[src/rtl/apb2axi_bridge.sv]
// APB slave to AXI4 master bridge: one single-beat transfer in flight at a time.
// Define APB2AXI_PSTRB_EN to add the APB4 s00_pstrb input; otherwise writes use full strobes.
module apb2axi_bridge #(
  parameter int unsigned AXI_ADDR_WIDTH = 32,
  parameter int unsigned AXI_DATA_WIDTH = 32,
  parameter int unsigned AXI_ID_WIDTH   = 6,
  parameter int unsigned AXI_USER_WIDTH = 6,
  parameter int unsigned APB_ADDR_WIDTH = 32
) (
  input  logic                        clk_i,
  input  logic                        rst_ni,
  // APB slave
  input  logic [APB_ADDR_WIDTH-1:0]   s00_paddr,
  input  logic [31:0]                 s00_pwdata,
  input  logic                        s00_pwrite,
  input  logic                        s00_psel,
  input  logic                        s00_penable,
`ifdef APB2AXI_PSTRB_EN
  input  logic [3:0]                  s00_pstrb,
`endif
  output logic [31:0]                 s00_prdata,
  output logic                        s00_pready,
  output logic                        s00_pslverr,
  // AXI write address
  output logic [AXI_ID_WIDTH-1:0]     m00_aw_id,
  output logic [AXI_ADDR_WIDTH-1:0]   m00_aw_addr,
  output logic [7:0]                  m00_aw_len,
  output logic [2:0]                  m00_aw_size,
  output logic [1:0]                  m00_aw_burst,
  output logic                        m00_aw_lock,
  output logic [3:0]                  m00_aw_cache,
  output logic [2:0]                  m00_aw_prot,
  output logic [3:0]                  m00_aw_qos,
  output logic [3:0]                  m00_aw_region,
  output logic [AXI_USER_WIDTH-1:0]   m00_aw_user,
  output logic                        m00_aw_valid,
  input  logic                        m00_aw_ready,
  // AXI write data
  output logic [AXI_DATA_WIDTH-1:0]   m00_w_data,
  output logic [AXI_DATA_WIDTH/8-1:0] m00_w_strb,
  output logic                        m00_w_last,
  output logic                        m00_w_valid,
  input  logic                        m00_w_ready,
  // AXI write response
  input  logic [AXI_ID_WIDTH-1:0]     m00_b_id,
  input  logic [1:0]                  m00_b_resp,
  input  logic [AXI_USER_WIDTH-1:0]   m00_b_user,
  input  logic                        m00_b_valid,
  output logic                        m00_b_ready,
  // AXI read address
  output logic [AXI_ID_WIDTH-1:0]     m00_ar_id,
  output logic [AXI_ADDR_WIDTH-1:0]   m00_ar_addr,
  output logic [7:0]                  m00_ar_len,
  output logic [2:0]                  m00_ar_size,
  output logic [1:0]                  m00_ar_burst,
  output logic                        m00_ar_lock,
  output logic [3:0]                  m00_ar_cache,
  output logic [2:0]                  m00_ar_prot,
  output logic [3:0]                  m00_ar_qos,
  output logic [3:0]                  m00_ar_region,
  output logic [AXI_USER_WIDTH-1:0]   m00_ar_user,
  output logic                        m00_ar_valid,
  input  logic                        m00_ar_ready,
  // AXI read data
  input  logic [AXI_ID_WIDTH-1:0]     m00_r_id,
  input  logic [AXI_DATA_WIDTH-1:0]   m00_r_data,
  input  logic [1:0]                  m00_r_resp,
  input  logic                        m00_r_last,
  input  logic [AXI_USER_WIDTH-1:0]   m00_r_user,
  input  logic                        m00_r_valid,
  output logic                        m00_r_ready
);

  typedef enum logic [2:0] {StIdle, StWrReq, StWrResp, StRdReq, StRdResp, StDone} state_e;

  state_e                    state_q;
  logic [APB_ADDR_WIDTH-1:0] paddr_q;
  logic [31:0]               pwdata_q;
  logic [3:0]                pstrb_q;
  logic [31:0]               rdata_q;
  logic [1:0]                resp_q;
  logic                      aw_valid_q, w_valid_q, ar_valid_q, b_ready_q, r_ready_q, pready_q;
  logic [3:0]                pstrb_in;
  logic [31:0]               rlane;
  logic [AXI_ADDR_WIDTH-1:0] axi_addr;

`ifdef APB2AXI_PSTRB_EN
  assign pstrb_in = s00_pstrb;
`else
  assign pstrb_in = 4'hF;
`endif

  // Word-aligned address, zero-extended or truncated to the AXI width.
  if (AXI_ADDR_WIDTH > APB_ADDR_WIDTH) begin : g_addr_ext
    assign axi_addr = {{(AXI_ADDR_WIDTH - APB_ADDR_WIDTH){1'b0}},
                       paddr_q[APB_ADDR_WIDTH-1:2], 2'b00};
  end else begin : g_addr_trunc
    assign axi_addr = {paddr_q[AXI_ADDR_WIDTH-1:2], 2'b00};
  end

  if (AXI_DATA_WIDTH == 64) begin : g_axi64
    assign m00_w_strb = paddr_q[2] ? {pstrb_q, 4'h0} : {4'h0, pstrb_q};
    assign rlane      = paddr_q[2] ? m00_r_data[63:32] : m00_r_data[31:0];
  end else begin : g_axi32
    assign m00_w_strb = pstrb_q;
    assign rlane      = m00_r_data[31:0];
  end

  always_ff @(posedge clk_i) begin
    if (!rst_ni) begin
      state_q    <= StIdle;
      paddr_q    <= '0;
      pwdata_q   <= '0;
      pstrb_q    <= '0;
      rdata_q    <= '0;
      resp_q     <= '0;
      aw_valid_q <= 1'b0;
      w_valid_q  <= 1'b0;
      ar_valid_q <= 1'b0;
      b_ready_q  <= 1'b0;
      r_ready_q  <= 1'b0;
      pready_q   <= 1'b0;
    end else begin
      pready_q <= 1'b0;
      unique case (state_q)
        StIdle: begin
          // Only a genuine setup phase starts a transfer.
          if (s00_psel && !s00_penable) begin
            paddr_q  <= s00_paddr;
            pwdata_q <= s00_pwdata;
            pstrb_q  <= pstrb_in;
            rdata_q  <= '0;
            resp_q   <= '0;
            if (s00_pwrite) begin
              aw_valid_q <= 1'b1;
              w_valid_q  <= 1'b1;
              state_q    <= StWrReq;
            end else begin
              ar_valid_q <= 1'b1;
              state_q    <= StRdReq;
            end
          end
        end
        StWrReq: begin
          if (m00_aw_ready) aw_valid_q <= 1'b0;
          if (m00_w_ready)  w_valid_q  <= 1'b0;
          if ((!aw_valid_q || m00_aw_ready) && (!w_valid_q || m00_w_ready)) begin
            b_ready_q <= 1'b1;
            state_q   <= StWrResp;
          end
        end
        StWrResp: begin
          if (m00_b_valid) begin
            resp_q    <= m00_b_resp;
            b_ready_q <= 1'b0;
            pready_q  <= 1'b1;
            state_q   <= StDone;
          end
        end
        StRdReq: begin
          if (m00_ar_ready) begin
            ar_valid_q <= 1'b0;
            r_ready_q  <= 1'b1;
            state_q    <= StRdResp;
          end
        end
        StRdResp: begin
          if (m00_r_valid) begin
            rdata_q   <= rlane;
            resp_q    <= m00_r_resp;
            r_ready_q <= 1'b0;
            pready_q  <= 1'b1;
            state_q   <= StDone;
          end
        end
        StDone:  state_q <= StIdle;
        default: state_q <= StIdle;
      endcase
    end
  end

  // A master that dropped psel before completion never sees pready.
  assign s00_pready  = pready_q & s00_psel;
  assign s00_pslverr = s00_pready & resp_q[1];
  assign s00_prdata  = rdata_q;

  assign m00_aw_addr   = axi_addr;
  assign m00_aw_valid  = aw_valid_q;
  assign m00_aw_id     = '0;
  assign m00_aw_len    = 8'd0;
  assign m00_aw_size   = 3'b010;
  assign m00_aw_burst  = 2'b01;
  assign m00_aw_lock   = 1'b0;
  assign m00_aw_cache  = 4'd0;
  assign m00_aw_prot   = 3'd0;
  assign m00_aw_qos    = 4'd0;
  assign m00_aw_region = 4'd0;
  assign m00_aw_user   = '0;

  assign m00_w_data  = {(AXI_DATA_WIDTH / 32){pwdata_q}};
  assign m00_w_last  = 1'b1;
  assign m00_w_valid = w_valid_q;
  assign m00_b_ready = b_ready_q;

  assign m00_ar_addr   = axi_addr;
  assign m00_ar_valid  = ar_valid_q;
  assign m00_ar_id     = '0;
  assign m00_ar_len    = 8'd0;
  assign m00_ar_size   = 3'b010;
  assign m00_ar_burst  = 2'b01;
  assign m00_ar_lock   = 1'b0;
  assign m00_ar_cache  = 4'd0;
  assign m00_ar_prot   = 3'd0;
  assign m00_ar_qos    = 4'd0;
  assign m00_ar_region = 4'd0;
  assign m00_ar_user   = '0;
  assign m00_r_ready   = r_ready_q;

  logic unused_inputs;
  assign unused_inputs = ^{m00_b_id, m00_b_user, m00_r_id, m00_r_last, m00_r_user, paddr_q};

endmodule
[config.mk]
export PLATFORM = sky130hd
export DESIGN_NAME = apb2axi_bridge
export DESIGN_NICKNAME = d
export VERILOG_FILES = /design/src/rtl/apb2axi_bridge.sv
export SDC_FILE = /design/constraint.sdc
export NUM_CORES = 1
export LEC_CHECK = 0
export BUFFER_PORTS_ARGS = -buffer_cell sky130_fd_sc_hd__buf_2
export CORE_AREA = 2 2 141 143
export DETAILED_ROUTE_END_ITERATION = 6
export DIE_AREA = 0 0 143 145
export GPL_TIMING_DRIVEN = 0
export PLACE_DENSITY = 0.65
export SKIP_CTS_REPAIR_TIMING = 1
export SLEW_MARGIN = 15
export SYNTH_ARGS = -nofsm -noshare
export SYNTH_HDL_FRONTEND = slang
export SYNTH_SLANG_ARGS = --single-unit
[constraint.sdc]
create_clock -name clk_i -period 1.7 [get_ports clk_i]
set_input_delay 0.255 -clock clk_i [delete_from_list [all_inputs] [get_ports clk_i]]
set_output_delay 0.255 -clock clk_i [all_outputs]
set_load 0.02 [all_outputs]
==> impl_metrics.toml <==
[place]
dp_hpwl_um = 11930
port_buffers = 240
place_congestion = 0.8090
place_area_mm2 = 0.006653

[cells_and_area]
layout-drive-gt1-share_pct = 43.23
antenna_cells = 0
n_fill_cell = 2050
syn2layout_area_growth_pct = 46.68
finish.utilization_pct = 36.66
final_area_mm2 = 0.007042
final_cell_mix = "buf_2, nand2_1, buf_4"
layout.nets = 1076
final_common_cell = "buf_2"

[timing]
fin_skew_ns = 0.01111
maxSlewViolCount = 0
tightest_slew_ns = 0.6613
fin_setup_tns_ns = 0
min_period_ns = 1.543
fmax_ghz = 0.6480
slew_headroom_pct = 55.92
finalSetupViolCount = 0
fin_crit_sh_pct = 90.77
finalHoldViolCount = 0
fin_hold_ws_ns = 0.1304

[pwr]
vdd_drop_max_uv = 454.6
power.density_mw_per_mm2 = 954.4
p_leak_nw = 3.619

[status]
status = "finished clean"

[synth]
syn_avg_cell_area_um2 = 7.948
synth_mux_area_share_pct = 0
synth_xor_area_share_pct = 0
synth_area_leaders = "dfxtp_1, buf_4, nand2_1, a21oi_1, nand3_1"
yosysTopAreaCell = "dfxtp_1"
synth-compound-area-share_pct = 13.29
ys_seq_area_share_pct = 43.78
synth-simple-area-share_pct = 19.05
synthCells = 604
synth_top_family_by_area = "buffers and inverters"
ys_types = 33
synth_top_area_share_pct = 43.78
netlist_area_mm2 = 0.004801
yosys_warnings = 0
ys_ff_latch = 105
synth_adder_area_share_pct = 0

[grt]
globalRouteTotalUtil_pct = 14.05
grt_max_degree = 19
antenna_found_initial = 0
grt_pass1_vias = 4257
grtUsageMet3_pct = 3.663
grtUsageMet2_pct = 24.50
busiest_layer = "met2"
grt-ovfl-total = 0
use_met1_pct = 16.27
grt_pass1_wl_um = 22540

[floorplanning]
ios = 357
fp.dieW_um = 143
placementRows = 51
dieArea_mm2 = 0.02074
initial_utilization_pct = 25.00
die_h_um = 145
core_mm2 = 0.01921

[clock_tree]
cts_tree = "built"
insertion_delay_ns = 0.35
cts_buffers = 9
ctsHtreeMaxLevel = 3
path_clk_slew_ns = 0.08
cts_root_buffer = "clkbuf_16"
clk_path_buf_depth = 2
clock-sinks = 105

[routing]
wire_per_inst_um = 12.55
postRouteAntennaNets = 0
dr.pass1.iters = 4
num_vias = 4747
vias_per_cell = 3.920
wirelength_um = 15200
drc = 0
drtIter0Drc = 160

[critical_path]
worstSetupEndpointType = "register"
cp-start-kind = "register"
cp_max_fo = 10
cp.required_ns = 1.90
worstSetupPathType = "register to register"
arrival_ns = 1.75

[run]
cap_violations = 0

[hold_path]
hp-class = "input port to register"
-- routing by layer --
layer	vias to the layer above	wire length, um
li1	2434	-
met1	2077	6222
met2	214	7383
met3	22	1273
met4	0	322
met5	-	0
-- Yosys cell counts, drive strengths merged --
cell type	count
clkbuf	21
nor2	8
a21boi	1
a221oi	1
nand2b	1
dfxtp	105
a31oi	1
and2	1
nor3b	2
o41ai	1
nor4	1
a2111oi	2
nor2b	1
o211ai	2
buf	136
and3	3
o221a	1
a311oi	1
conb	2
o21a	1
inv	7
a2bb2oi	1
nor3	3
nand3	34
o21ai	4
a21oi	99
nand3b	1
nand2	163
-- registers in the layout, indices dropped and copies added (netlist names) --
register,count
m00_b_ready,1
pready_q,1
m00_w_strb,1
s00_prdata,32
m00_ar_valid,1
m00_r_ready,1
resp_q,1
paddr_q,30
m00_w_data,32
state_q,3
m00_w_valid,1
m00_aw_valid,1
-- power breakdown --
| group | internal (W) | switching (W) |
|---|---|---|
| Combinational | 0.000661 | 0.00100 |
| Clock | 0.00135 | 0.000990 |
| Sequential | 0.00261 | 0.000102 |
| Total | 0.00463 | 0.00209 |
-- layout make-up --
class | count | area [um2] | share of cell area (%)
Buffer | 156 | 1140 | 16.19
Clock buffer | 10 | 239.0 | 3.394
Tap cell | 265 | 331.6 | 4.709
Sequential cell | 105 | 2103 | 29.87
Clock inverter | 6 | 97.59 | 1.386
Multi-Input combinational cell | 420 | 1884 | 26.76
Inverter | 7 | 26.28 | 0.3731
Timing Repair Buffer | 242 | 1220 | 17.32
-- critical path, cell delays in order, from the launching register on --
cell      delay [ns]
dfxtp_1         0.46
buf_6           0.18
nand3_1         0.23
clkbuf_2        0.32
nand3_1         0.14
a21oi_1         0.06
-- kinds of logic after synthesis --
family / after synthesis
AND/OR/NAND/NOR: 218
other: 2
AO/OA/AOI/OAI: 115
flip-flops: 105
buffers and inverters: 164
-- per-stage QoR --
stage	power, W	instances	worst slack [ns]
after floorplan	0.003901	689	0.2972
after global placement	0.004403	1194	-0.5812
after detailed placement	0.004416	1194	-0.6091
after CTS	0.006803	1210	-0.4255
after global routing	0.007074	1211	-0.01130
final	0.006720	1211	0.1569
-- worst paths after layout --
kind / depth (start not counted) / slack, ns / start / end
min: 3 / 0.13 / m00_r_data[21] / s00_prdata[21]
min reg2reg: 2 / 0.45 / m00_w_data[12] / m00_w_data[12]
max reg2reg: 5 / 0.16 / state_q[2] / s00_prdata[25]
max: 5 / 0.16 / state_q[2] / s00_prdata[25]
Power figures use the tool's default switching activity.
